## config.mk

```make
export PLATFORM = sky130hd
export DESIGN_NAME = y_argmax
export DESIGN_NICKNAME = d
export VERILOG_FILES = /design/src/rtl/y_argmax.sv
export SDC_FILE = /design/constraint.sdc
export NUM_CORES = 1
export LEC_CHECK = 0
export BUFFER_PORTS_ARGS = -buffer_cell sky130_fd_sc_hd__buf_2
export CORE_UTILIZATION = 60
export DETAILED_ROUTE_END_ITERATION = 12
export HOLD_SLACK_MARGIN = 0.02
export PLACE_DENSITY = 0.8
export SLEW_MARGIN = 20
export SYNTH_ARGS = -nofsm -noshare
export SYNTH_HDL_FRONTEND = slang
export SYNTH_SLANG_ARGS = --single-unit
```

## constraint.sdc

```tcl
create_clock -name clk -period 4.7 [get_ports clk]
set_input_delay 0.705 -clock clk [delete_from_list [all_inputs] [get_ports clk]]
set_output_delay 0.705 -clock clk [all_outputs]
set_load 0.005 [all_outputs]
```

## src/rtl/y_argmax.sv

```systemverilog
// y_argmax: passive monitor on the pu output-buffer write stream.
// Collects NUM_CLASS FP32 scores per image, picks the largest by signed
// IEEE-754 ordering (lowest index wins a tie), and queues
// {class, raw score, image} in a small first-word-fall-through FIFO.
// The FIFO is drained by a valid/ready consumer.
module y_argmax #(
    parameter int DATA_WIDTH  = 32,
    parameter int ADDR_WIDTH  = 6,
    parameter int NUM_CLASS   = 10,
    parameter int ADDR_STRIDE = 4,
    parameter int IMG_NUM     = 1,
    parameter int FIFO_DEPTH  = 4
) (
    input  logic                  clk,
    input  logic                  rst_n,
    input  logic                  prcss_start,
    input  logic                  y_buf_en,
    input  logic                  y_buf_wr_en,
    input  logic [ADDR_WIDTH-1:0] y_buf_addr,
    input  logic [DATA_WIDTH-1:0] y_buf_data,
    output logic                  res_valid,
    input  logic                  res_ready,
    output logic [3:0]            res_class,
    output logic [DATA_WIDTH-1:0] res_score,
    output logic [7:0]            res_img,
    output logic                  run_done,
    output logic                  addr_err,
    output logic                  ovf_err
);

    localparam int PTR_W = (FIFO_DEPTH > 1) ? $clog2(FIFO_DEPTH) : 1;
    localparam int CNT_W = PTR_W + 1;

    typedef struct packed {
        logic [3:0]            cls;
        logic [DATA_WIDTH-1:0] score;
        logic [7:0]            img;
    } result_t;

    // Argmax state
    logic [3:0]            cls_cnt;
    logic [7:0]            img_cnt;
    logic [DATA_WIDTH-1:0] best_key;
    logic [3:0]            best_idx;

    // Combinational datapath
    logic                  clear;
    logic                  sample;
    logic                  last;
    logic                  take_new;
    logic [DATA_WIDTH-1:0] key_in;
    logic [DATA_WIDTH-1:0] win_key;
    logic [DATA_WIDTH-1:0] win_raw;
    logic [3:0]            win_idx;
    logic [ADDR_WIDTH-1:0] exp_addr;

    // Result FIFO
    result_t               mem [FIFO_DEPTH];
    result_t               head;
    result_t               entry;
    logic [PTR_W-1:0]      wr_ptr;
    logic [PTR_W-1:0]      rd_ptr;
    logic [CNT_W-1:0]      count;
    logic                  full;
    logic                  push;
    logic                  pop;
    logic                  do_push;
    logic                  drop;

    // Score ordering key, running winner and FIFO handshake decisions.
    // NOTE: every signal written here gets a value on every path, so no latch is inferred.
    always_comb begin
        clear    = !rst_n || prcss_start;
        sample   = y_buf_en && y_buf_wr_en && !run_done && !clear;
        last     = (cls_cnt == 4'(NUM_CLASS - 1));

        // Map FP32 onto an unsigned scale: negatives invert, positives set the MSB.
        key_in   = y_buf_data[DATA_WIDTH-1] ? ~y_buf_data
                                            : {1'b1, y_buf_data[DATA_WIDTH-2:0]};
        take_new = (cls_cnt == 4'd0) || (key_in > best_key);
        win_key  = take_new ? key_in  : best_key;
        win_idx  = take_new ? cls_cnt : best_idx;
        // The key is reversible, so the raw score is recovered instead of stored.
        win_raw  = win_key[DATA_WIDTH-1] ? {1'b0, win_key[DATA_WIDTH-2:0]} : ~win_key;

        // The snooped bus carries ADDR_WIDTH bits, so the check is modulo 2^ADDR_WIDTH.
        exp_addr = ADDR_WIDTH'((int'(img_cnt) * NUM_CLASS + int'(cls_cnt)) * ADDR_STRIDE);

        full     = (count == CNT_W'(FIFO_DEPTH));
        res_valid = (count != '0);
        pop      = res_valid && res_ready && !clear;
        push     = sample && last;
        do_push  = push && (!full || pop);
        drop     = push && full && !pop;

        entry.cls   = win_idx;
        entry.score = win_raw;
        entry.img   = img_cnt;

        head      = mem[rd_ptr];
        res_class = res_valid ? head.cls   : '0;
        res_score = res_valid ? head.score : '0;
        res_img   = res_valid ? head.img   : '0;
    end

    // Counters, running best and sticky flags.
    // NOTE: sequential state is assigned with <= so every register sees pre-edge values.
    always_ff @(posedge clk) begin
        if (clear) begin
            cls_cnt  <= '0;
            img_cnt  <= '0;
            best_key <= '0;
            best_idx <= '0;
            run_done <= 1'b0;
            addr_err <= 1'b0;
            ovf_err  <= 1'b0;
        end else if (sample) begin
            if (y_buf_addr != exp_addr) begin
                addr_err <= 1'b1;
            end
            best_key <= win_key;
            best_idx <= win_idx;
            if (last) begin
                cls_cnt <= '0;
                img_cnt <= img_cnt + 8'd1;
                if (img_cnt == 8'(IMG_NUM - 1)) begin
                    run_done <= 1'b1;
                end
                if (drop) begin
                    ovf_err <= 1'b1;
                end
            end else begin
                cls_cnt <= cls_cnt + 4'd1;
            end
        end
    end

    // FIFO pointers and occupancy.
    always_ff @(posedge clk) begin
        if (clear) begin
            wr_ptr <= '0;
            rd_ptr <= '0;
            count  <= '0;
        end else begin
            if (do_push) begin
                wr_ptr <= wr_ptr + 1'b1;
            end
            if (pop) begin
                rd_ptr <= rd_ptr + 1'b1;
            end
            case ({do_push, pop})
                2'b10:   count <= count + 1'b1;
                2'b01:   count <= count - 1'b1;
                default: count <= count;
            endcase
        end
    end

    // FIFO storage write.
    // NOTE: storage is not reset; occupancy alone decides which slots are meaningful.
    always_ff @(posedge clk) begin
        if (do_push) begin
            mem[wr_ptr] <= entry;
        end
    end

endmodule

```

# --- Yosys cells after proc, flatten, opt, wreduce, memory -nomap -nowiden ---
# Memory sizes are Yosys's and may differ from the RTL's. A register that Yosys moved wholly into a read port is not among the register bits.
# Cells that the tools add are included.
totals:
  word_cells: 65
  mem_count: 1
  ff_bits: 58
  ramBits: 176
classes:
  eq_ne: 5
  bitwise_logic: 2
  n_addsub: 7
  reduce_logical: 25
  multipliers: 1
  order_cmp: 1
  muxes: 13
mem_list:
  columns: ["memory", "depth", "word_bits", "read_ports", "rd_clocked_by_memory_dff", "wr", "line_no", "source"]
  rows:
  - ["mem", 4, 44, 1, 1, 1, "58", "result_t mem [FIFO_DEPTH];"]
op_table:
  columns: ["operator", "count"]
  rows:
  - ["2-to-1 mux 32 bit", 4]
  - ["inverter 32 bit", 2]
  - ["> comparator 32 bit", 1]
  - ["2-to-1 mux 4 bit", 3]
  - ["logical AND 1 bit", 9]
  - ["adder 8 x 1 -> 8 bit, second input constant", 1]
  - ["zero test 8 bit", 1]
  - ["multiplier 8 x 3 -> 3 bit, second input constant", 1]
  - ["2-to-1 mux 8 bit", 1]
  - ["inequality test 6 bit", 1]
  - ["one-hot mux 3 bit (2 select lines)", 1]
  - ["AND reduction 3 bit", 2]
  - ["zero test 1 bit", 5]
  - ["adder 2 x 1 -> 2 bit, second input constant", 2]
  - ["adder 4 x 1 -> 4 bit, second input constant", 1]
  - ["adder 4 bit", 1]
  - ["== test 4 bit, second input constant", 1]
  - ["zero test 4 bit", 1]
  - ["2-to-1 mux 2 bit", 2]
  - ["AND reduction 2 bit", 2]
  - ["adder 3 x 1 -> 3 bit, second input constant", 1]
  - ["== test 3 bit, second input constant", 1]
  - ["logical OR 1 bit", 3]
  - ["nonzero test 3 bit", 1]
  - ["5 further kinds", 6]

# --- Logic depth before layout (Yosys ltp) ---
# Gate-level depths: netlist of run 1.
depth:
  depth_word: 8
  depth_mapped: 12

# --- Worst setup path before layout of run 1 ---
# OpenSTA, ideal clock, no wires.
synth_timing:
  path_type: "input-to-reg"
  start: "in y_buf_data[31]"
  end: "mem mem[0][33] (netlist name), data pin"
  slack_ns: 0.968
  stages: 11
  arrival_time_ns: 3.465
  required_ns: 4.434
  setup_time_ns: 0.266
  cell_sequence: "clkbuf_1 > buf_1 > xor2_1 > ha_1 > nor2b_1 > o211ai_2 > a2111oi_0 > o41a_1 > nor3_4 > buf_6 > mux2_2"
synth_between:
  elab_chain_cells: 7
synth_rtl:
  columns: ["item", "line_no", "source"]
  rows:
  - ["from (decl)", "20", "input logic [DATA_WIDTH-1:0] y_buf_data,"]
  - ["inverter 32 bit", "78", "key_in = y_buf_data[DATA_WIDTH-1] ? ~y_buf_data"]
  - ["2-to-1 mux 32 bit *", "78", null]
  - ["> comparator 32 bit", "80", "take_new = (cls_cnt == 4'd0) || (key_in > best_key);"]
  - ["logical OR 1 bit", "80", null]
  - ["2-to-1 mux 32 bit *", "81", "win_key = take_new ? key_in : best_key;"]
  - ["inverter 32 bit", "84", "win_raw = win_key[DATA_WIDTH-1] ? {1'b0, win_key[DATA_WIDTH-2:0]} : ~win_key;"]
  - ["2-to-1 mux 32 bit *", "84", null]
  - ["named net win_raw[25]", "53", "logic [DATA_WIDTH-1:0] win_raw;"]
  - ["to (decl)", "58", null]
# The timed path passes the listed nets; every way through them passes the cells marked *.

# --- Final worst setup path of run 1 ---
layout_timing:
  start: "in y_buf_data[31]"
  end: "mem mem[1][21] (netlist name), data pin"
# Same word-level chain as after synthesis.

==> impl_metrics.tcl, run 1 <==
set metrics [dict create \
    status "complete, but fails checks" \
    violations "design-rule violations" \
    critical_path_class "input port to flop" \
    met1_length_um 9750 \
    synth.distinct_cells 52 \
    die-area_mm2 0.0192 \
    min_to "best_idx[1]" \
    numCtsBuffers 25 \
    wl_met3_um 995 \
    worstHoldPathType "flop to flop" \
    postCtsHoldBufs 0 \
    synth_edf_count 176 \
    wl_met2_um 10900 \
    fillers 1189 \
    p_comb_share_pct 5.9 \
    synth_top_area_share_pct 47.3 \
    worst_pin_slew_ns 0.950 \
    finClkSkew_ns 0.0190 \
    gr-usage-all-layers_pct 23.9 \
    r2r_slack_ns 1.56 \
    htreeDepth 1 \
    place_congestion 0.781 \
    finalSetupTns_ns 0 \
    nNetsFinal 983 \
    cts_tree "done" \
    placed_area_mm2 0.0119 \
    grt_max_degree 69 \
    fin_hold_ws_ns 0.475 \
    cap_violations 0 \
    layout_common_cells "176 x edfxtp_1, 91 x buf_2, 79 x nand2_1" \
    crit_arrival_ns 3.71 \
    drc 13 \
    maxSlewHeadroom_pct 36.7 \
    yosysWarnings 0 \
    ys_ff_latch 236 \
    drive_above_1_share_pct 25.5 \
    synth.net_count 895 \
    drt_iter0_markers 358 \
    slowest_stage "nor3_4" \
    drtPass1Iterations 8 \
    final_area_mm2 0.0126 \
    switchingPower_mw 0.938 \
    clkPwrFrac_pct 42.4 \
    start_util_pct 61.8 \
    fin_crit_sh_pct 73.5 \
    port-buffer-count 91 \
    worst_hold_startpoint "best_idx[1]" \
    reg2regPathDepth 8 \
    p_leak_nw 4.41 \
    worstSetupEndpointType "flop" \
    slowest_delay_ns 0.51 \
    top_layer_used "met4" \
    ant_nets 0 \
    dieHeight_um 139 \
    p_int_mw 3.41 \
    cp_max_fo 32 \
    cts-root-buf "clkbuf_16" \
    path_clk_slew_ns 0.06 \
    grt_pass1_vias 6843 \
    ios 92 \
    hold_path_depth 2 \
    synth.area.top_cells "edfxtp_1 47%, dfxtp_1 11%, mux4_2 8.9%" \
    multi_input_area_mm2 0.00429 \
    cp-start-kind "input port" \
    avgSynthCellArea_um2 13.8 \
    min_period_ns 3.46 \
    clk_path_buf_depth 3 \
    rr_endpoint "mem[1][21]" \
    synth_area_mm2 0.0112 \
    antenna_cells 0 \
    post_cts_buffers 0 \
    place_hpwl_um 14000 \
    die_w_um 139 \
    setup_viol 0 \
    grt_remaining_overflow 0 \
    rsz0062_at_grt "no" \
    core_mm2 0.0181 \
    ys_seq_area_share_pct 58.0 \
    switching_share_pct 21.6 \
    synthArstFlopShare_pct 0 \
    grt_pass1_wl_um 35800 \
    drt-vias-per-instance 5.70 \
    cts_resized 0 \
    power_density_mw_per_mm2 344 \
    final_common_cell "edfxtp_1" \
    cp_data_required_time_ns 4.96 \
    syn_inst 810 \
    p_seq_share_pct 51.7 \
    area_delta_synth_final_pct 13.1 \
    clock_latency_ns 0.53 \
    rows 49 \
    yosys.area.top_type "edfxtp_1" \
    finalMaxSlewViolations 0 \
    wl_per_cell_um 19.2 \
    seqCellArea_mm2 0.00649 \
    rr_startpoint "best_key[15]" \
    hold_viol_final 0 \
    finalPower_mw 4.35 \
    cp_cell_sequence "buf_2 > buf_12 > xor2_1 > ha_1 > nand4_1 > nor4_1 > a22oi_1 > nor3_4 > buf_4 > mux2_2" \
    synth_flop_cell "edfxtp_1" \
    antenna_found_initial 0 \
    ir_drop_v 0.000337 \
    vias 6525 \
    numClockSinks 236 \
    drt-total-wl_um 22000 \
    max_freq_mhz 289 \
]
power groups by stage:
| stage | Sequential, mW | Combinational (mW) | Clock (mW) |
|---|---|---|---|
| floorplan | 2.29 | 0.181 | 0 |
| global placement | 2.29 | 0.246 | 0 |
| detailed placement | 2.29 | 0.253 | 0 |
| CTS | 2.25 | 0.255 | 1.87 |
| global route | 2.25 | 0.285 | 1.96 |
| finish | 2.25 | 0.256 | 1.84 |
synthesized netlist by cell type (3+ instances only):
| cell type | n |
|---|---|
| a21oi_1 | 20 |
| a31oi_1 | 3 |
| and2_1 | 50 |
| buf_1 | 6 |
| buf_2 | 5 |
| buf_6 | 4 |
| clkbuf_1 | 25 |
| dfxtp_1 | 60 |
| edfxtp_1 | 176 |
| ha_1 | 39 |
| inv_1 | 43 |
| mux2_2 | 34 |
| mux2i_1 | 34 |
| mux4_2 | 44 |
| nand2_1 | 79 |
| nand3_1 | 6 |
| nand4_1 | 11 |
| nor2_1 | 27 |
| nor2b_1 | 5 |
| nor3_1 | 8 |
| nor4_1 | 3 |
| o21ai_0 | 9 |
| o22ai_1 | 3 |
| xnor2_1 | 42 |
| xor2_1 | 40 |
logic make-up (layout without fill, tap and decap cells):
group           count (synthesis)  in the layout  share of synthesized area, %
simple gates                  202            202                          9.00
flops                         236            236                          58.0
buf+inv                        88            194                          3.74
compound gates                 48             48                          2.64
mux                           113            113                          15.5
fa+ha+maj                      41             41                          4.72
xor+xnor                       82             82                          6.42
stage by stage:
stage	setup slack (ns)	utilization (%)	cells
final	1.24	69.9	1145
after floorplan	0.968	-	810
after global placement	0.908	65.7	1100
after global routing	1.04	69.9	1145
after CTS	1.29	69.9	1145
after detailed placement	0.771	65.7	1100
critical path, delay by kind of cell:
family                     cells  cell delay, ns
and+or+nand+nor                3            1.17
adders and majority gates      1            0.34
muxes                          1            0.40
buffers and inverters          3            0.61
AOI/OAI and AO/OA              1            0.27
xor gates and xnor gates       1            0.21
flip-flops by register name, summed over array words and instances (netlist names), named ones only:
register	flops
mem	176
best_key	32
img_cnt	8
best_idx	4
cls_cnt	4
count	3
rd_ptr	2
wr_ptr	2
addr_err	1
ovf_err	1
run_done	1
routing by layer:
metal	track usage (%)	vias to the layer above
met2	41.9	143
met4	5.80	0
met1	31.6	3253
met3	3.50	31
met5	0	-
li1	-	3098
how the worst max path moves through the flow:
stage | from | end | slack, ns | depth (start not counted)
after detailed placement | y_buf_data[31] | mem[0][21] | 0.77 | 10
after global placement | y_buf_data[31] | mem[1][11] | 0.91 | 10
final | y_buf_data[31] | mem[1][21] | 1.24 | 10
after floorplan | y_buf_data[31] | mem[0][33] | 0.97 | 11
after CTS | y_buf_data[31] | mem[1][21] | 1.29 | 10
after global routing | y_buf_data[31] | mem[0][39] | 1.04 | 10
area by class of cell:
class / instances / area share (%)
sequential: 236 / 51.4
multi-input combinational: 486 / 33.9
clock buffer: 38 / 5.74
timing repair buffer: 106 / 5.09
tap: 229 / 2.27
inverter: 43 / 1.28
clock inverter: 7 / 0.346
Note: power is estimated with default switching activity, not from simulation.
==> run 2: changes to the inputs <==
--- a/config.mk
+++ b/config.mk
@@ -5,11 +5,12 @@
 export SDC_FILE = /design/constraint.sdc
 export NUM_CORES = 1
 export LEC_CHECK = 0
+export ABC_AREA = 1
 export BUFFER_PORTS_ARGS = -buffer_cell sky130_fd_sc_hd__buf_2
-export CORE_UTILIZATION = 60
+export CORE_UTILIZATION = 55
 export DETAILED_ROUTE_END_ITERATION = 12
 export HOLD_SLACK_MARGIN = 0.02
-export PLACE_DENSITY = 0.8
+export PLACE_DENSITY = 0.77
 export SLEW_MARGIN = 20
 export SYNTH_ARGS = -nofsm -noshare
 export SYNTH_HDL_FRONTEND = slang
==> constraint.sdc (replaced) <==
create_clock -name clk -period 2.8 [get_ports clk]
set_input_delay 0.42 -clock clk [delete_from_list [all_inputs] [get_ports clk]]
set_output_delay 0.42 -clock clk [all_outputs]
set_load 0.005 [all_outputs]
==> impl_metrics.tcl, run 2 <==
set metrics [dict create \
    ant_nets 0 \
    drt-vias-per-instance 5.44 \
    drc 0 \
    rr_startpoint "best_key[31]" \
    largest_register_ffs 176 \
    placed_area_mm2 0.0136 \
    rr_endpoint "mem[0][29]" \
    ys_seq_area_share_pct 54.1 \
    drt_iter0_markers 1032 \
    area_delta_synth_final_pct 21.9 \
    critical_path_class "input port to flop" \
    numCtsBuffers 24 \
    drtPass1Iterations 5 \
    final_core_util_pct 68.9 \
    ir_drop_v 0.000347 \
    vias 10100 \
    synth_area_mm2 0.0120 \
    p_int_mw 6.09 \
    layout_common_cells "315 x nand2_1, 200 x nor2_1, 176 x edfxtp_1" \
    grt_pass1_vias 9438 \
    max_freq_mhz 367 \
    power_density_mw_per_mm2 543 \
    clk_path_buf_depth 3 \
    switchingPower_mw 1.85 \
    finalMaxSlewViolations 0 \
    worstHoldPathType "input port to flop" \
    p_leak_nw 6.38 \
    grt_pass1_wl_um 47500 \
    dieHeight_um 150 \
    grt_remaining_overflow 0 \
    cp_max_fo 30 \
    switching_share_pct 23.3 \
    die-area_mm2 0.0224 \
    path_clk_slew_ns 0.06 \
    postCtsHoldBufs 0 \
    core_mm2 0.0212 \
    fin_crit_sh_pct 97.2 \
    grt_max_degree 78 \
    die_w_um 150 \
    setup_viol 0 \
    synthArstFlopShare_pct 0 \
    ys_ff_latch 236 \
    antenna_cells 0 \
    reg_top3 "mem: 176 flops, best_key: 32 flops, img_cnt: 8 flops" \
    start_util_pct 56.5 \
    reg2regPathDepth 16 \
    numClockSinks 236 \
    drt-total-wl_um 30200 \
    cts_tree "done" \
    cp_data_required_time_ns 3.14 \
    synth.area.top_cells "edfxtp_1 44%, nand2_1 10%, dfxtp_1 10%" \
    htreeDepth 1 \
    synth.net_count 1480 \
    finClkSkew_ns 0.0172 \
    rows 53 \
    port-buffer-count 91 \
    antenna_found_initial 0 \
    fin_hold_ws_ns 0.271 \
    gr-usage-all-layers_pct 27.2 \
    synth_edf_count 176 \
    p_comb_share_pct 11.4 \
    netlist_top_cells_count "332 x nand2_1, 207 x nor2_1, 176 x edfxtp_1" \
    synth_top_area_share_pct 44.1 \
    nNetsFinal 1641 \
    avgSynthCellArea_um2 8.60 \
    worstSetupEndpointType "flop" \
    regMostFlops "mem" \
    endpoint "mem[0][30]" \
    status "finished clean" \
    cp-startpoint "y_buf_data[31]" \
    syn_inst 1395 \
    cp-start-kind "input port" \
    drive_above_1_share_pct 18.8 \
    synth_flop_cell "edfxtp_1" \
    final_common_cell "nand2_1" \
    ios 92 \
    clkPwrFrac_pct 40.6 \
    maxSlewHeadroom_pct 57.9 \
    yosysWarnings 0 \
    yosys.area.top_type "edfxtp_1" \
    cap_violations 0 \
    setup_ws_ns 0.0775 \
    synth.most_common_cell "nand2_1" \
    place_congestion 0.878 \
    r2r_slack_ns 0.22 \
    min_period_ns 2.72 \
    crit_arrival_ns 3.06 \
    hold_viol_final 0 \
    worst_pin_slew_ns 0.632 \
    finalPower_mw 7.94 \
    post-place-ws_ns -0.465 \
    p_seq_share_pct 48.0 \
    final_area_mm2 0.0146 \
    synth.distinct_cells 42 \
    wl_per_cell_um 16.3 \
    clock_latency_ns 0.52 \
    place_hpwl_um 18900 \
    cts-root-buf "clkbuf_16" \
]
==> run 2: routing by layer <==
| metal | vias up | global-route usage, % | share of wire, % |
|---|---|---|---|
| li1 | 4909 | - | - |
| met1 | 4574 | 38.1 | 42 |
| met2 | 524 | 43.7 | 47 |
| met3 | 52 | 3.66 | 9.3 |
| met4 | 0 | 9.19 | 2.3 |
| met5 | - | 0 | 0 |
==> run 2: power by group through the flow <==
stage / Clock, mW / Combinational (mW) / Sequential, mW
after floorplan: 0 / 0.485 / 3.88
after global placement: 0 / 0.824 / 3.89
after detailed placement: 0 / 0.837 / 3.89
after CTS: 3.25 / 0.846 / 3.81
after global routing: 3.39 / 0.999 / 3.81
final: 3.23 / 0.904 / 3.81
==> run 2: cells by family after synthesis <==
| kind of cell | synth area share [%] |
|---|---|
| and+or+nand+nor | 22.8 |
| DFF | 54.1 |
| AOI/OAI and AO/OA | 9.06 |
| buffers and inverters | 6.95 |
| adders and majority gates | 4.40 |
| xor gates and xnor gates | 2.70 |
==> run 2: critical path, stage by stage <==
cell	delay, ns
buf_2	0.13
buf_12	0.16
buf_12	0.15
xnor2_2	0.17
inv_1	0.08
ha_1	0.30
a21oi_1	0.16
nor2_1	0.05
nor2_1	0.12
nand2_1	0.10
nand2_1	0.07
nand2_1	0.05
nand2_1	0.06
nand2_1	0.07
nand2_2	0.11
buf_4	0.15
buf_12	0.19
nand3_1	0.12
nand2_1	0.11
nand2_1	0.07
nand2_1	0.19
==> run 2: repair_timing <==
| action | CTS | global route |
|---|---|---|
| endpoints found under the setup margin | 0 | 143 |
| resized for setup | 0 | 36 |
| setup buffers | 0 | 1 |
==> run 2: worst min path at each step <==
stage	slack (ns)	cells after the start	from	to
final	0.27	5	y_buf_addr[1]	addr_err
after global routing	0.33	5	y_buf_addr[1]	addr_err
after CTS	0.27	5	y_buf_addr[1]	addr_err
after detailed placement	0.44	1	count[0]	count[0]
after global placement	0.43	1	count[0]	count[0]
after floorplan	0.42	2	best_idx[3]	best_idx[3]
==> run 2: area by class of cell <==
type | instances | area, µm²
multi-input cells | 955 | 4870
well taps | 275 | 344
inverters | 129 | 488
flip-flops and latches | 236 | 6490
clock inverters | 14 | 158
fillers | 1595 | 6600
clock buffers | 29 | 641
repair buffers | 210 | 1630
==> run 2: stage by stage <==
| step | setup TNS (ns) | cells |
|---|---|---|
| after floorplan | -23.28 | 1395 |
| after global placement | -63.45 | 1803 |
| after detailed placement | -66.79 | 1803 |
| after CTS | 0 | 1846 |
| after global routing | -3.05 | 1848 |
| final | 0 | 1848 |
==> run 3: changes to the inputs <==
--- a/config.mk
+++ b/config.mk
@@ -10,7 +10,7 @@
 export CORE_UTILIZATION = 55
 export DETAILED_ROUTE_END_ITERATION = 12
 export HOLD_SLACK_MARGIN = 0.02
-export PLACE_DENSITY = 0.77
+export PLACE_DENSITY_LB_ADDON = 0.2
 export SLEW_MARGIN = 20
 export SYNTH_ARGS = -nofsm -noshare
 export SYNTH_HDL_FRONTEND = slang
==> impl_metrics.tcl, run 3 (same netlist as run 2, synthesis figures left out) <==
set metrics [dict create \
    worstHoldPathType "input port to flop" \
    antenna_cells 0 \
    place_hpwl_um 19400 \
    r2r_slack_ns 0.27 \
    cts_tree "done" \
    start_util_pct 56.5 \
    rows 53 \
    status "finished clean" \
    drt-vias-per-instance 5.35 \
    htreeDepth 1 \
    gr-usage-all-layers_pct 26.1 \
    drtPass1Iterations 5 \
    hold_viol_final 0 \
    drc 0 \
    min_period_ns 2.65 \
    grt_remaining_overflow 0 \
    fin_crit_sh_pct 94.8 \
    area_delta_synth_final_pct 20.2 \
    grt_pass1_vias 8767 \
    postCtsHoldBufs 0 \
    cap_violations 0 \
    path_clk_slew_ns 0.06 \
    reg_top3 "mem: 176 flops, best_key: 32 flops, img_cnt: 8 flops" \
    grt_max_degree 77 \
    critical_path_class "input port to flop" \
    wl_per_cell_um 15.9 \
    die_w_um 150 \
    cp_max_fo 15 \
    numClockSinks 236 \
    setup_viol 0 \
    finalSetupTns_ns 0 \
    grt_pass1_wl_um 45500 \
    clk_path_buf_depth 3 \
    regMostFlops "mem" \
    placed_area_mm2 0.0135 \
    largest_register_ffs 176 \
    post-place-ws_ns -0.334 \
    ant_nets 0 \
    worstSetupEndpointType "flop" \
    antenna_found_initial 0 \
    finClkSkew_ns 0.0261 \
    cts-root-buf "clkbuf_16" \
    fillers 1705 \
    finalMaxSlewViolations 0 \
    drt_iter0_markers 1024 \
    cp-start-kind "input port" \
    layout_common_cells "331 x nand2_1, 201 x nor2_1, 176 x edfxtp_1" \
    cp_data_required_time_ns 3.03 \
    max_freq_mhz 377 \
    power_density_mw_per_mm2 549 \
    port-buffer-count 91 \
    final_area_mm2 0.0144 \
    die-area_mm2 0.0224 \
    vias 9875 \
    final_common_cell "nand2_1" \
    maxSlewHeadroom_pct 61.3 \
    core_mm2 0.0212 \
    worst_pin_slew_ns 0.581 \
    drive_above_1_share_pct 17.8 \
    setup_ws_ns 0.146 \
    nNetsFinal 1637 \
    place_congestion 0.903 \
    crit_arrival_ns 2.88 \
    numCtsBuffers 24 \
    clock_latency_ns 0.53 \
    fin_hold_ws_ns 0.265 \
    dieHeight_um 150 \
    ios 92 \
    drt-total-wl_um 29300 \
    ir_drop_v 0.000321 \
    p_leak_nw 6.35 \
]
==> run 3: changes by cell type in the layout (fill, tap and decap cells not counted), sizes merged <==
cell	previous run	this run
inv	128	130
clkinvlp	5	2
buf	209	204
clkbuf	30	32
bufinv	3	2
clkinv	7	9
==> run 3: worst max-delay path: stages <==
cell and delay [ns]:
clkbuf_4 0.17, buf_12 0.17, xnor2_1 0.23, inv_1 0.09, ha_1 0.32, a21oi_1 0.13
nand2_1 0.07, a21oi_1 0.16, nand2_1 0.10, nand2_1 0.06, nand2_1 0.07, nand2_2 0.10
nand2_2 0.10, buf_4 0.22, nand2_1 0.09, nand2_1 0.10, nand2_1 0.11, nand2_1 0.13
==> run 3: where the power goes <==
part,internal (mW),switching (mW)
clock network,1.88,1.34
registers,3.80,0.00975
logic,0.365,0.520
==> run 3: layout make-up <==
cell class | instances | area [µm²] | area share (%)
inverter | 129 | 484 | 3.36
timing repair buffer | 206 | 1510 | 10.4
sequential | 236 | 6490 | 45.0
tap | 275 | 344 | 2.39
clock buffer | 30 | 664 | 4.61
multi-input combinational | 955 | 4790 | 33.2
clock inverter | 14 | 139 | 0.964
==> run 3: final timing paths <==
path,startpoint,to,cells after the start
max reg2reg,best_key[9],mem[0][35],17
min,y_buf_addr[0],addr_err,5
min reg2reg,addr_err,addr_err,2
max,y_buf_data[31],mem[0][35],18
==> run 3: per-stage QoR <==
stage	utilization (%)	power, mW	instances
final	67.9	7.92	1845
after detailed placement	63.6	4.73	1800
after global routing	67.9	8.19	1845
after floorplan	-	4.37	1395
after global placement	63.6	4.71	1800
after CTS	67.4	7.93	1844
==> run 3: metal layers <==
metal  global-route usage [%]  vias up  share of wire, %
li1                         -     4901                 -
met1                     39.9     4576                47
met2                     39.3      369                44
met3                     3.96       29               7.9
met4                     5.45        0               1.1
met5                        0        -                 0
==> run 3: what timing repair did <==
item	in CTS	in global routing
setup endpoints to repair	0	84
setup buffers	0	0
gates resized for setup	0	14
